`src/rtl/pll_led_pwm.sv`:
```
// pll_led_pwm: multi-channel LED driver (OFF/ON/PWM/BLINK) clocked by a shared prescaler tick.
// Define PLL_LED_PWM_SYNC_EN to add a sync input that realigns all channel counters.
module pll_led_pwm #(
  parameter int CHANNELS       = 7,
  parameter int CNT_WIDTH      = 16,
  parameter int PRESCALE       = 1000,
  parameter int DEFAULT_PERIOD = 499,
  localparam int CH_W          = (CHANNELS > 1) ? $clog2(CHANNELS) : 1
) (
  input  logic                 clk,
  input  logic                 RST,
`ifdef PLL_LED_PWM_SYNC_EN
  input  logic                 sync,
`endif
  input  logic                 cfg_we,
  input  logic [CH_W-1:0]      cfg_ch,
  input  logic [1:0]           cfg_mode,
  input  logic [CNT_WIDTH-1:0] cfg_period,
  input  logic [CNT_WIDTH-1:0] cfg_duty,
  output logic                 cfg_err,
  output logic [CHANNELS-1:0]  wrap,
  output logic [CHANNELS-1:0]  led
);
  typedef enum logic [1:0] {M_OFF, M_ON, M_PWM, M_BLINK} mode_e;
  localparam int PW = (PRESCALE > 1) ? $clog2(PRESCALE) : 1;
  localparam logic [CNT_WIDTH-1:0] DEF_P = CNT_WIDTH'(DEFAULT_PERIOD);
  localparam logic [CNT_WIDTH-1:0] DEF_D = CNT_WIDTH'(DEFAULT_PERIOD >> 1);
  logic sync_i;
`ifdef PLL_LED_PWM_SYNC_EN
  assign sync_i = sync;
`else
  assign sync_i = 1'b0;
`endif
  logic [PW-1:0] pre_q, pre_d;
  logic tick, cfg_ok;
  logic cfg_err_q, cfg_err_d;
  logic [CHANNELS-1:0] wrap_q, wrap_d, led_q, led_d, sel, wev;
  mode_e mode_q [CHANNELS];
  mode_e mode_d [CHANNELS];
  logic [CNT_WIDTH-1:0] cnt_q [CHANNELS];
  logic [CNT_WIDTH-1:0] cnt_d [CHANNELS];
  logic [CNT_WIDTH-1:0] period_q [CHANNELS];
  logic [CNT_WIDTH-1:0] period_d [CHANNELS];
  logic [CNT_WIDTH-1:0] duty_q [CHANNELS];
  logic [CNT_WIDTH-1:0] duty_d [CHANNELS];
  logic [CNT_WIDTH-1:0] pper_q [CHANNELS];
  logic [CNT_WIDTH-1:0] pper_d [CHANNELS];
  logic [CNT_WIDTH-1:0] pduty_q [CHANNELS];
  logic [CNT_WIDTH-1:0] pduty_d [CHANNELS];
  assign tick    = pre_q == PW'(PRESCALE - 1);
  assign cfg_ok  = cfg_we && (32'(cfg_ch) < 32'(CHANNELS));
  assign cfg_err = cfg_err_q;
  assign wrap    = wrap_q;
  assign led     = led_q;
  // Pending values include this cycle's write so a coincident wrap picks them up.
  always_comb begin
    pre_d     = (tick || sync_i) ? '0 : pre_q + 1'b1;
    cfg_err_d = cfg_we && !cfg_ok;
    sel       = '0;
    wev       = '0;
    for (int i = 0; i < CHANNELS; i++) begin
      sel[i]      = cfg_ok && (32'(cfg_ch) == i);
      mode_d[i]   = sel[i] ? mode_e'(cfg_mode) : mode_q[i];
      pper_d[i]   = sel[i] ? cfg_period : pper_q[i];
      pduty_d[i]  = sel[i] ? cfg_duty : pduty_q[i];
      wev[i]      = tick && !sync_i && (cnt_q[i] == period_q[i]);
      cnt_d[i]    = (wev[i] || sync_i) ? '0 : tick ? cnt_q[i] + 1'b1 : cnt_q[i];
      period_d[i] = (wev[i] || sync_i) ? pper_d[i] : period_q[i];
      duty_d[i]   = (wev[i] || sync_i) ? pduty_d[i] : duty_q[i];
      wrap_d[i]   = wev[i];
      led_d[i]    = (mode_d[i] == M_OFF) ? 1'b0 :
                    (mode_d[i] == M_ON)  ? 1'b1 :
                    (mode_d[i] == M_PWM) ? (cnt_q[i] < duty_q[i]) :
                    sync_i ? 1'b0 : (led_q[i] ^ wev[i]);
    end
  end
  always_ff @(posedge clk) begin
    if (RST) begin
      pre_q     <= '0;
      cfg_err_q <= 1'b0;
      wrap_q    <= '0;
      led_q     <= '0;
      for (int i = 0; i < CHANNELS; i++) begin
        mode_q[i]   <= M_BLINK;
        cnt_q[i]    <= '0;
        period_q[i] <= DEF_P;
        pper_q[i]   <= DEF_P;
        duty_q[i]   <= DEF_D;
        pduty_q[i]  <= DEF_D;
      end
    end else begin
      pre_q     <= pre_d;
      cfg_err_q <= cfg_err_d;
      wrap_q    <= wrap_d;
      led_q     <= led_d;
      mode_q    <= mode_d;
      cnt_q     <= cnt_d;
      period_q  <= period_d;
      pper_q    <= pper_d;
      duty_q    <= duty_d;
      pduty_q   <= pduty_d;
    end
  end
endmodule
```
`config.mk`:
```
export PLATFORM = sky130hd
export DESIGN_NAME = pll_led_pwm
export DESIGN_NICKNAME = d
export VERILOG_FILES = /design/src/rtl/pll_led_pwm.sv
export SDC_FILE = /design/constraint.sdc
export NUM_CORES = 1
export LEC_CHECK = 0
export CAP_MARGIN = 0
export CORE_ASPECT_RATIO = 1.1
export CORE_MARGIN = 3
export CORE_UTILIZATION = 60
export DETAILED_ROUTE_END_ITERATION = 8
export PLACE_DENSITY = 0.77
export SLEW_MARGIN = 20
export SYNTH_ARGS = -nofsm -noshare
export SYNTH_HDL_FRONTEND = slang
export SYNTH_SLANG_ARGS = --single-unit
export TNS_END_PERCENT = 100
```
`constraint.sdc`:
```
create_clock -name clk -period 2.88 [get_ports clk]
set_input_delay 0.576 -clock clk [delete_from_list [all_inputs] [get_ports clk]]
set_output_delay 0.576 -clock clk [all_outputs]
set_load 0.01 [all_outputs]
```
# Word-level counts from Yosys, hierarchy flattened
# Cells that the tools add are included.
# classes
eq_ne,28
mux,35
reduce_logical,40
add_sub_neg,8
order_cmp,8
bitwise,7
# ops
op,count
16-bit two-way mux,14
16-bit by 1-bit adder with 16-bit output (second input constant),7
16-bit equality test,7
16-bit < comparator,7
2-bit OR reduction,15
1-bit logical AND,16
2-bit by 1-bit equality test with 1-bit output (second input constant),7
2-bit equality test (second input constant),7
2-bit logical NOT,7
1-bit two-way mux,14
2-bit two-way mux,7
10-bit by 1-bit adder with 10-bit output (second input constant),1
10-bit equality test (second input constant),1
3-bit equality test (second input constant),3
1-bit XOR,7
3-bit by 2-bit equality test with 1-bit output (second input constant),2
3-bit by 1-bit equality test with 1-bit output (second input constant),1
3-bit logical NOT,1
3-bit < comparator (second input constant),1
1-bit logical NOT,1
# totals
register_bits,599
inputBits,40
wordCells,178

# Depth between registers and ports, before layout
# depth
ltp_word,7
ltp_mapped,10
depth_no_buf,8

# Least setup slack after synthesis
# OpenSTA, ideal clock, no wires.
# synth_path
path_type,register -> register
from,register pre_q[0]
to,register duty_q[64] in the netlist's numbering
arrival_ps,2327
period_less_slack_ps,2456
required_time_ps,2751
path_stages_with_launch,11
setup_ps,129
path_buffers,4
setup_slack_ps,424
cell_sequence,dfxtp_1 -> ha_1 -> nand4_2 -> or4_4 -> buf_6 -> buf_2 -> nor4_1 -> buf_2 -> buf_4 -> mux2i_1 -> nand2_1
# synth_between
elab_chain_cells,2
# synth_rtl
element,line,rtl
"start, declared",34,"logic [PW-1:0] pre_q, pre_d;"
"start signal, assigned",92,pre_q <= pre_d;
10-bit equality test,50,assign tick = pre_q == PW'(PRESCALE - 1);
1-bit logical AND,66,wev[i] = tick && !sync_i && (cnt_q[i] == period_q[i]);
"end signal, assigned",100,duty_q <= duty_d;
"end, declared",44,logic [CNT_WIDTH-1:0] duty_q [CHANNELS];
# No other way between the ends.
# A chain may end at the register's enable or synchronous reset.

# Worst setup path after layout
# layout_path
from,register pre_q[0]
to,"register led_q[4], in the netlist led[4]"
# layout_between
elab_chain_cells,5
# layout_rtl
element,line,rtl
10-bit equality test,50,
1-bit logical AND,66,
1-bit XOR,74,sync_i ? 1'b0 : (led_q[i] ^ wev[i]);
1-bit two-way mux,73,(mode_d[i] == M_PWM) ? (cnt_q[i] < duty_q[i]) :
1-bit two-way mux,72,(mode_d[i] == M_ON) ? 1'b1 :
"end signal, assigned",95,led_q <= led_d;
"end, declared",37,"logic [CHANNELS-1:0] wrap_q, wrap_d, led_q, led_d, sel, wev;"
# No other way between the ends.

==> parameters.txt <==
Parameter                              Value

CTS
  CTS HTree Levels    2
  Clock transition at the registers of the reported paths    0.06 ns
  Post-cts repair resize count    0
  Number of hold-repair buffers added at the cts stage    0
  Clock Latency Late Sink    0.61 ns
  Clock tree buffer depth    3
  Buffer cell driving the clock tree root    sky130_fd_sc_hd__clkbuf_16
  CTS tree    done
  Num CTS Buffers    57
  Clock Sinks    599
  Setup Buffers After CTS    0

Cells and area
  Number of standard cells in the final layout excluding fillers    3,368
  Final #Nets    2,914
  Final core area utilization    0.699
  Share of cells above drive strength 1    0.120
  Fillers    3,165
  Combined flip-flop and latch cell area    12,000 µm²
  Multi-input gate area    12,800 µm²
  P&R area growth vs syn    13.5%

Power
  Net switching power figure    3760 µW
  Sequential cell fraction of total power    0.493
  Combinational share of power    0.043
  Worst IR Drop VDD    396 µV
  Leakage    0.0117 µW
  Power Internal    13,300 µW
  Power share of the clock group    0.464
  Pwr dens    584 nW/µm²
  Sum of internal, switching and leakage power    17,000 µW
  Switching share of power    0.220

GRT
  Total GRT Usage    0.288
  Global-route wire length before repair    103,000 µm
  Sum of overflow across all layers after global routing    0
  Maximum number of pins on one net before global-route repair    122
  Antenna violations before repair    7
  Vias in the first global route    19.3k

STA
  Worst slew pin tran    0.970 ns
  Count of endpoints failing hold in the final timing report    0
  Final worst setup slack    0.180 ns
  Worst setup skew after layout    0.0125 ns
  Setup total negative slack    0 ns
  Final setup fails    0
  Fin crit period    2.70 ns
  Maximum clock frequency    370 MHz
  Max Slew Vio Count    0
  Remaining max-slew budget at the tightest pin    0.351
  RSZ-0062 raised after global routing    false
  Final clock period utilization by the worst path    0.937

Floorplan
  Full die area    45,400 µm²
  Standard-cell rows    78
  Core box area    41,800 µm²
  Initial core utilization    0.616
  Floorplan die width    203 µm
  Top Ports    55
  Overall die height    223 µm

Setup path
  Maximum fanout along the worst path    12
  Data arrival time at the worst-slack endpoint    3.19 ns
  Crit path max-delay cell type    sky130_fd_sc_hd__or4_1
  Setup Crit Path Kind    reg -> reg
  Critical path cell sequence    ha_1 -> nand4_2 -> or4_4 -> or4_1 -> xnor2_1 -> o311a_1
  Crit-path max cell delay    0.72 ns
  CP required    3.37 ns
  Worst path buffer plus inverter count    0
  Startpoint type of the worst setup path    flip-flop
  Largest delay share family, worst path    simple AND/OR/NAND/NOR gates
  Crit path capture type    flip-flop

Yosys
  Post-synthesis cell area    25,700 µm²
  Post-synthesis instance total    2,706
  Most instantiated cells after synthesis    sky130_fd_sc_hd__dfxtp_1, sky130_fd_sc_hd__nand2_1, sky130_fd_sc_hd__nor2_1, sky130_fd_sc_hd__mux2i_1, sky130_fd_sc_hd__mux2_2
  Main area contributors after synthesis    sky130_fd_sc_hd__dfxtp_1, sky130_fd_sc_hd__mux2i_1, sky130_fd_sc_hd__ha_1, sky130_fd_sc_hd__mux2_2, sky130_fd_sc_hd__nand2_1
  Number of flops mapped to enable cells by yosys    0
  Syn Nets    2,859
  Top cell type's share of synthesized area    0.466
  Library cell occupying the most area in the post-synthesis netlist    sky130_fd_sc_hd__dfxtp_1
  Average cell area after synthesis    9.51 µm²
  Most common cell in the netlist    sky130_fd_sc_hd__dfxtp_1
  Number of storage elements in the synthesis netlist    599
  Sequential element share of the synthesized area    0.466
  Fraction of registers with async set or reset after synthesis    0
  Yosys synthesis warning count    0
  Distinct cell type count after synthesis    53
  Commonest register cell after synthesis    sky130_fd_sc_hd__dfxtp_1

Route
  ANT nets after route    0
  WL/cell    19.6 µm
  Vias after detailed routing    19.3k
  Total Wirelength    66,200 µm
  Average via count per standard cell    5.73
  Drt first-iter violations    1,272
  Remaining routing DRC violations    0
  Pre-Repair DR Iteration Count    5

Placed design
  HPWL reported at the end of detailed placement    43,900 µm
  RD Place Congestion    0.900
  Worst setup slack after placement    0.0941 ns
  Placed instance count    3,262
  Number of I/O port buffers    54

Min path
  Classification of the worst-slack hold path    in -> reg

Run status
  Status    complete, no violations

Flow run
  Number of max-capacitance violations reported    0
[cells by family (layout without fill, tap and decap cells)]
group / after synthesis / after routing / synth area share
AOI/OAI and AO/OA: 285 / 285 / 0.0705
muxes: 285 / 285 / 0.117
and+or+nand+nor: 940 / 940 / 0.174
adders and majority gates: 113 / 113 / 0.0550
other: 0 / 1 / 0
DFF: 599 / 599 / 0.466
xor gates and xnor gates: 225 / 225 / 0.0766
buffers and inverters: 259 / 360 / 0.0411
[metrics by stage]
step	hold slack (ns)	instance area [µm²]
finish	0.338	29200
global route	0.340	29200
CTS	0.308	29200
detailed placement	0.448	27200
global placement	0.441	27200
floorplan	0.432	25700
[power groups by stage]
stage | clock network, µW | registers (µW) | logic [µW]
2_1_floorplan | 0 | 8580 | 352
3_5_place_dp | 0 | 8580 | 723
6_report | 7920 | 8400 | 733
4_1_cts | 8010 | 8400 | 727
3_3_place_gp | 0 | 8580 | 710
5_1_grt | 8300 | 8400 | 772
[registers in the layout (all words and copies together), names as in the netlist]
| register | cells |
|---|---|
| mode_q | 14 |
| cfg_err | 1 |
| pduty_q | 112 |
| pper_q | 112 |
| duty_q | 112 |
| pre_q | 10 |
| period_q | 112 |
| cnt_q | 112 |
| wrap | 7 |
| led | 7 |
[cell usage in the layout, fill, tap and decap left out, types with 67 or more instances in the layout]
cell type	instances
sky130_fd_sc_hd__nand3_1	80
sky130_fd_sc_hd__ha_1	113
sky130_fd_sc_hd__dfxtp_1	599
sky130_fd_sc_hd__a21oi_1	101
sky130_fd_sc_hd__and2_1	70
sky130_fd_sc_hd__nand2_1	296
sky130_fd_sc_hd__inv_1	109
sky130_fd_sc_hd__mux2i_1	161
sky130_fd_sc_hd__nor2_1	256
sky130_fd_sc_hd__buf_4	80
sky130_fd_sc_hd__xor2_1	123
sky130_fd_sc_hd__nand2b_1	67
sky130_fd_sc_hd__xnor2_1	102
sky130_fd_sc_hd__mux2_2	124
[final timing paths]
| kind | startpoint | end | slack (ns) | depth (start not counted) |
|---|---|---|---|---|
| worst max register to register | pre_q[0] | led[4] | 0.18 | 6 |
| worst min register to register | duty_q[108] | duty_q[108] | 0.46 | 2 |
| worst max-delay path | pre_q[0] | led[4] | 0.18 | 6 |
| worst min-delay path | RST | pduty_q[58] | 0.34 | 2 |
[per-layer routing]
layer / up-vias / part of all wire / routed length [µm] / global-route usage
met5: - / 0 / 0 / 0
met4: 0 / 0.058 / 3840 / 0.146
met3: 178 / 0.062 / 4110 / 0.0541
met2: 561 / 0.48 / 31700 / 0.495
met1: 9275 / 0.40 / 26500 / 0.343
li1: 9282 / - / - / -
[final cells by class]
type / count / area share
Antenna cell: 1 / 0.0000857
Clock buffer: 71 / 0.0534
Clock inverter: 34 / 0.0144
Inverter: 110 / 0.0143
Multi-Input combinational cell: 1848 / 0.437
Sequential cell: 599 / 0.411
Tap cell: 560 / 0.0240
Timing Repair Buffer: 145 / 0.0467
Power figures use the tool's default switching activity.
